[src/rtl/ula_fl_arb.sv]
// Round-robin arbiter that shares one multicycle floating-point ALU among NREQ requesters.
// Optional opcode check (12..15 rejected with err pulse) is enabled by defining ULA_FL_ARB_OPCHK_EN.
module ula_fl_arb #(
    parameter int NREQ = 4,
    parameter int EXP  = 8,
    parameter int MAN  = 23,
    parameter int LAT  = 1,
    localparam int W   = MAN + EXP + 1
) (
    input  logic                clk,
    input  logic                rst,
    input  logic [NREQ-1:0]     req,
    input  logic [4*NREQ-1:0]   req_op,
    input  logic [W*NREQ-1:0]   req_in1,
    input  logic [W*NREQ-1:0]   req_in2,
    output logic [NREQ-1:0]     gnt,
    output logic [NREQ-1:0]     done,
    output logic [W-1:0]        res,
    output logic                busy,
    output logic [3:0]          alu_op,
    output logic [W-1:0]        alu_in1,
    output logic [W-1:0]        alu_in2,
    input  logic [W-1:0]        alu_out
`ifdef ULA_FL_ARB_OPCHK_EN
    ,
    output logic                err
`endif
);

    localparam int PW = $clog2(NREQ);

    localparam logic [1:0] IDLE = 2'd0;
    localparam logic [1:0] EXEC = 2'd1;
    localparam logic [1:0] RESP = 2'd2;

    logic [1:0]      state;
    logic [PW-1:0]   ptr;
    logic [PW-1:0]   idx;
    logic [3:0]      cnt;

    logic            sel_hit;
    logic [PW-1:0]   sel_idx;
    logic [PW-1:0]   cand;
    logic [NREQ-1:0] sel_oh;
    logic [3:0]      sel_op;
    logic [W-1:0]    sel_in1;
    logic [W-1:0]    sel_in2;

    // Scan starts at ptr and wraps, so the first hit is the round-robin winner.
    always_comb begin
        // NOTE: every combinationally assigned signal gets a default first, so no latch is inferred.
        sel_hit = 1'b0;
        sel_idx = '0;
        cand    = '0;
        for (int off = 0; off < NREQ; off++) begin
            cand = PW'((int'(ptr) + off) % NREQ);
            if (!sel_hit && req[cand]) begin
                sel_hit = 1'b1;
                sel_idx = cand;
            end
        end
        sel_oh          = '0;
        sel_oh[sel_idx] = 1'b1;
        sel_op          = req_op[4*int'(sel_idx) +: 4];
        sel_in1         = req_in1[W*int'(sel_idx) +: W];
        sel_in2         = req_in2[W*int'(sel_idx) +: W];
    end

    // NOTE: sequential state uses non-blocking assignments so every register samples pre-edge values.
    always_ff @(posedge clk) begin
        if (rst) begin
            state   <= IDLE;
            ptr     <= '0;
            idx     <= '0;
            cnt     <= '0;
            gnt     <= '0;
            done    <= '0;
            res     <= '0;
            busy    <= 1'b0;
            alu_op  <= '0;
            alu_in1 <= '0;
            alu_in2 <= '0;
`ifdef ULA_FL_ARB_OPCHK_EN
            err     <= 1'b0;
`endif
        end else begin
            case (state)
                IDLE: begin
                    if (sel_hit) begin
                        gnt  <= sel_oh;
                        idx  <= sel_idx;
                        busy <= 1'b1;
`ifdef ULA_FL_ARB_OPCHK_EN
                        if (sel_op >= 4'd12) begin
                            // Rejected opcode bypasses the ALU and answers immediately.
                            res   <= '0;
                            done  <= sel_oh;
                            err   <= 1'b1;
                            state <= RESP;
                        end else
`endif
                        begin
                            alu_op  <= sel_op;
                            alu_in1 <= sel_in1;
                            alu_in2 <= sel_in2;
                            cnt     <= 4'(LAT);
                            state   <= EXEC;
                        end
                    end
                end
                EXEC: begin
                    if (cnt == 4'd1) begin
                        res   <= alu_out;
                        done  <= gnt;
                        cnt   <= '0;
                        state <= RESP;
                    end else begin
                        cnt <= cnt - 4'd1;
                    end
                end
                RESP: begin
                    gnt    <= '0;
                    done   <= '0;
                    busy   <= 1'b0;
                    alu_op <= '0;
                    ptr    <= (idx == PW'(NREQ - 1)) ? '0 : idx + 1'b1;
`ifdef ULA_FL_ARB_OPCHK_EN
                    err    <= 1'b0;
`endif
                    state  <= IDLE;
                end
                default: state <= IDLE;
            endcase
        end
    end

endmodule
[config.mk]
export PLATFORM = sky130hd
export DESIGN_NAME = ula_fl_arb
export DESIGN_NICKNAME = d
export VERILOG_FILES = /design/src/rtl/ula_fl_arb.sv
export SDC_FILE = /design/constraint.sdc
export NUM_CORES = 1
export LEC_CHECK = 0
export CAP_MARGIN = 20
export CORE_AREA = 3 3 160 162
export CTS_CLUSTER_SIZE = 16
export DETAILED_ROUTE_END_ITERATION = 7
export DIE_AREA = 0 0 163 165
export DONT_BUFFER_PORTS = 1
export MAX_ROUTING_LAYER = met4
export REMOVE_ABC_BUFFERS = 1
export SLEW_MARGIN = 20
export SYNTH_ARGS = -nofsm -noshare
export SYNTH_HDL_FRONTEND = slang
export SYNTH_SLANG_ARGS = --single-unit
[constraint.sdc]
create_clock -name clk -period 2.1 [get_ports clk]
set_input_delay 0.315 -clock clk [delete_from_list [all_inputs] [get_ports clk]]
set_output_delay 0.315 -clock clk [all_outputs]
set_load 0.02 [all_outputs]
==> results.toml <==
[job]
drv_cap = 0

[timing]
slew_headroom_pct = 59.6
final.setup.worst_slack_ns = 0.0848
worst_slew_pin_slew_ns = 0.604
period_share_pct = 96.0
holdWs_ns = 0.0247
layout_min_cycle_time_ns = 2.02
report.final.slew_viol_count = 0
hold_viol_final = 0
finClkSkew_ns = 0.0150
fmax_mhz = 496
rsz0062_at_grt = "false"
fin_tns_setup_ns = 0
setup_viol = 0

[critical_path]
startpoint_type = "register"
cp_slowest_cell = "or4_2"
arrival_ns = 2.29
rr_startpoint = "ptr[0]$_SDFFE_PP0P_"
required_ns = 2.38
r2r_end = "alu_in2[21]$_SDFFE_PP0P_"
critPathKind = "reg -> reg"
crit_path_cell_trace = "nor2b_2 -> or4_2 -> buf_12 -> nand3_1 -> a21o_1 -> a211oi_2"
critPathMaxStageDelay_ns = 0.79
worstRegToRegCells = 6
rrSetupSlack_ns = 0.08
cp-end-kind = "register"
worstPathMaxFanout = 43

[power]
vdd_ir_drop_max_v = 0.000362
p_total_mw = 7.84
cellLeakagePower_nw = 2.89
powerDensity_nw_per_um2 = 972

[logic_synthesis]
synthesis.instances = 814
synth_cell_type_count = 45
syn-cell-area_sq_um = 6810
ys_ff_latch = 119
yosysSeqAreaShare_pct = 35.0
yosys_warnings = 0
avgSynthCellArea_sq_um = 8.37

[final_layout]
area.sequential_sq_um = 2380
drive_gt1_share_pct = 19.3
nNetsFinal = 1113
layout_commonest_cell = "dfxtp_1"
fillCellCount = 2522
final_cell_mix = "dfxtp_1 (118), nand2_1 (85), nor2_1 (77)"
fin_util_pct = 33.3
instances_no_fill = 1137
area_growth_pct = 18.5
fin_area_sq_um = 8070
multi_input_area_sq_um = 3990

[clock_tree]
cts_buffer_depth = 2
cts_sinks = 119
clock_latency_ns = 0.42
cts-root-buf = "clkbuf_16"
htreeDepth = 4
cts_buffers = 17
clkTransAtPathRegs_ns = 0.07
cts_tree = "yes"

[global_routing]
grt_pass1_wl_um = 36900
grt_overflow = 0
grtUsageTotal_pct = 18.3
grt_pass1_vias = 6218
antenna_found_initial = 1
grt_max_degree = 118

[hold_path]
hold_path.class = "in -> reg"
hold_end = "res[30]$_SDFFE_PP0P_"
hp-start = "alu_out[30]"
whs_path_depth = 2

[placement]
place_ws_ns = 0.112
placedCellCount = 1084
dp_hpwl_um = 18700
io_buffers = 0
dpl-instance-area_sq_um = 7180
gp_congestion = 0.859

[floorplanning]
placementRows = 57
die_h_um = 165
core_area_sq_um = 24200
io_pins = 419
dieArea_sq_um = 26900
dieWidth_um = 163
initial_core_util_pct = 28.1

[route]
postRouteWirelength_um = 26400
vias_per_cell = 5.76
drt_iter0_drc = 504
drtAntennaViolNets = 0
vias = 6547
route.detailed.drc = 0
wl_per_cell_um = 23.2
drtPass1Iterations = 6

[status]
outcome = "finished clean"
## metal layers
layer | global-route usage [%] | wire, um | up-vias
met2 | 30.2 | 13200 | 358
met4 | 4.73 | 520 | 0
met1 | 21.6 | 10400 | 3154
met5 | - | 0 | -
met3 | 5.72 | 2260 | 33
li1 | - | - | 3002
## power by group
group,internal (mW),switching [mW]
sequential,2.53,0.533
combinational,0.666,0.933
clock,2.03,1.15
## how the worst max path moves through the flow
stage                                      from                        to  slack (ns)  cells after the start
after floorplan           state[1]$_SDFFE_PP0P_    alu_op[0]$_SDFFE_PP0P_       -2.59                      4
after global placement                   req[0]  alu_in2[21]$_SDFFE_PP0P_        0.14                      6
after detailed placement                 req[0]  alu_in2[21]$_SDFFE_PP0P_        0.11                      6
after CTS                   ptr[1]$_SDFFE_PP0P_       idx[1]$_SDFFE_PP0P_        0.02                      7
after global routing        ptr[0]$_SDFFE_PP0P_       gnt[0]$_SDFFE_PP0P_       0.001                      7
final                       ptr[0]$_SDFFE_PP0P_  alu_in2[21]$_SDFFE_PP0P_        0.08                      6
## worst max-delay path, delay by kind of cell, from the launching register on
kind / cells / cell delay, ns
compound gates: 2 / 0.23
simple gates: 3 / 0.97
buf+inv: 1 / 0.25
flops: 1 / 0.38
## area by class of cell
type | count | share of cell area, %
Timing Repair Buffer | 55 | 8.03
Multi-Input combinational cell | 603 | 49.4
Sequential cell | 119 | 29.5
Inverter | 4 | 0.186
Tap cell | 324 | 5.02
Antenna cell | 1 | 0.0310
Clock buffer | 18 | 5.44
Clock inverter | 13 | 2.42
## flip-flops by register name, indices dropped and copies added (netlist names)
signal,flops
state,2
cnt,4
alu_in2,32
busy,1
idx,2
gnt,4
alu_op,4
alu_in1,32
res,32
done,4
ptr,2
## Yosys cell counts, drive strengths merged
library cell / count / area, sq um
nand2: 86 / 325
nor3: 4 / 20.0
and2: 1 / 6.26
dfxtp: 119 / 2380
a21oi: 51 / 255
or2: 1 / 6.26
a21o: 65 / 488
o221ai: 1 / 8.76
mux2i: 5 / 50.1
o21ai: 66 / 330
nand3: 72 / 360
nor2b: 4 / 32.5
nor4: 3 / 48.8
nand3b: 2 / 15.0
nand2b: 2 / 12.5
o31ai: 1 / 7.51
or4: 2 / 15.0
nor2: 79 / 299
ha: 3 / 37.5
inv: 4 / 15.0
o211ai: 8 / 60.1
buf: 45 / 328
a211oi: 66 / 796
clkbuf: 43 / 161
o32a: 1 / 10.0
nor3b: 3 / 27.5
and3: 5 / 31.3
a221oi: 64 / 611
o211a: 1 / 10.0
or3: 1 / 6.26
o32ai: 1 / 16.3
a21boi: 4 / 30.0
o221a: 1 / 11.3
## repair_timing
action / 4_1_cts / 5_1_grt
setup buffers: 0 / 2
setup endpoints to repair: 0 / 5
hold buffers: 12 / 7
resized for setup: 0 / 8
hold endpoints to repair: 94 / 60
## logic make-up (layout without fill, tap and decap cells)
| family | after synthesis | count (layout) | synth area share [%] |
|---|---|---|---|
| and+or+nand+nor | 265 | 265 | 17.7 |
| other | 0 | 1 | 0 |
| buffers and inverters | 92 | 90 | 7.40 |
| DFF | 119 | 119 | 35.0 |
| adders and majority gates | 3 | 3 | 0.551 |
| muxes | 5 | 5 | 0.735 |
| AOI/OAI and AO/OA | 330 | 330 | 38.7 |
Power figures use the tool's default switching activity.
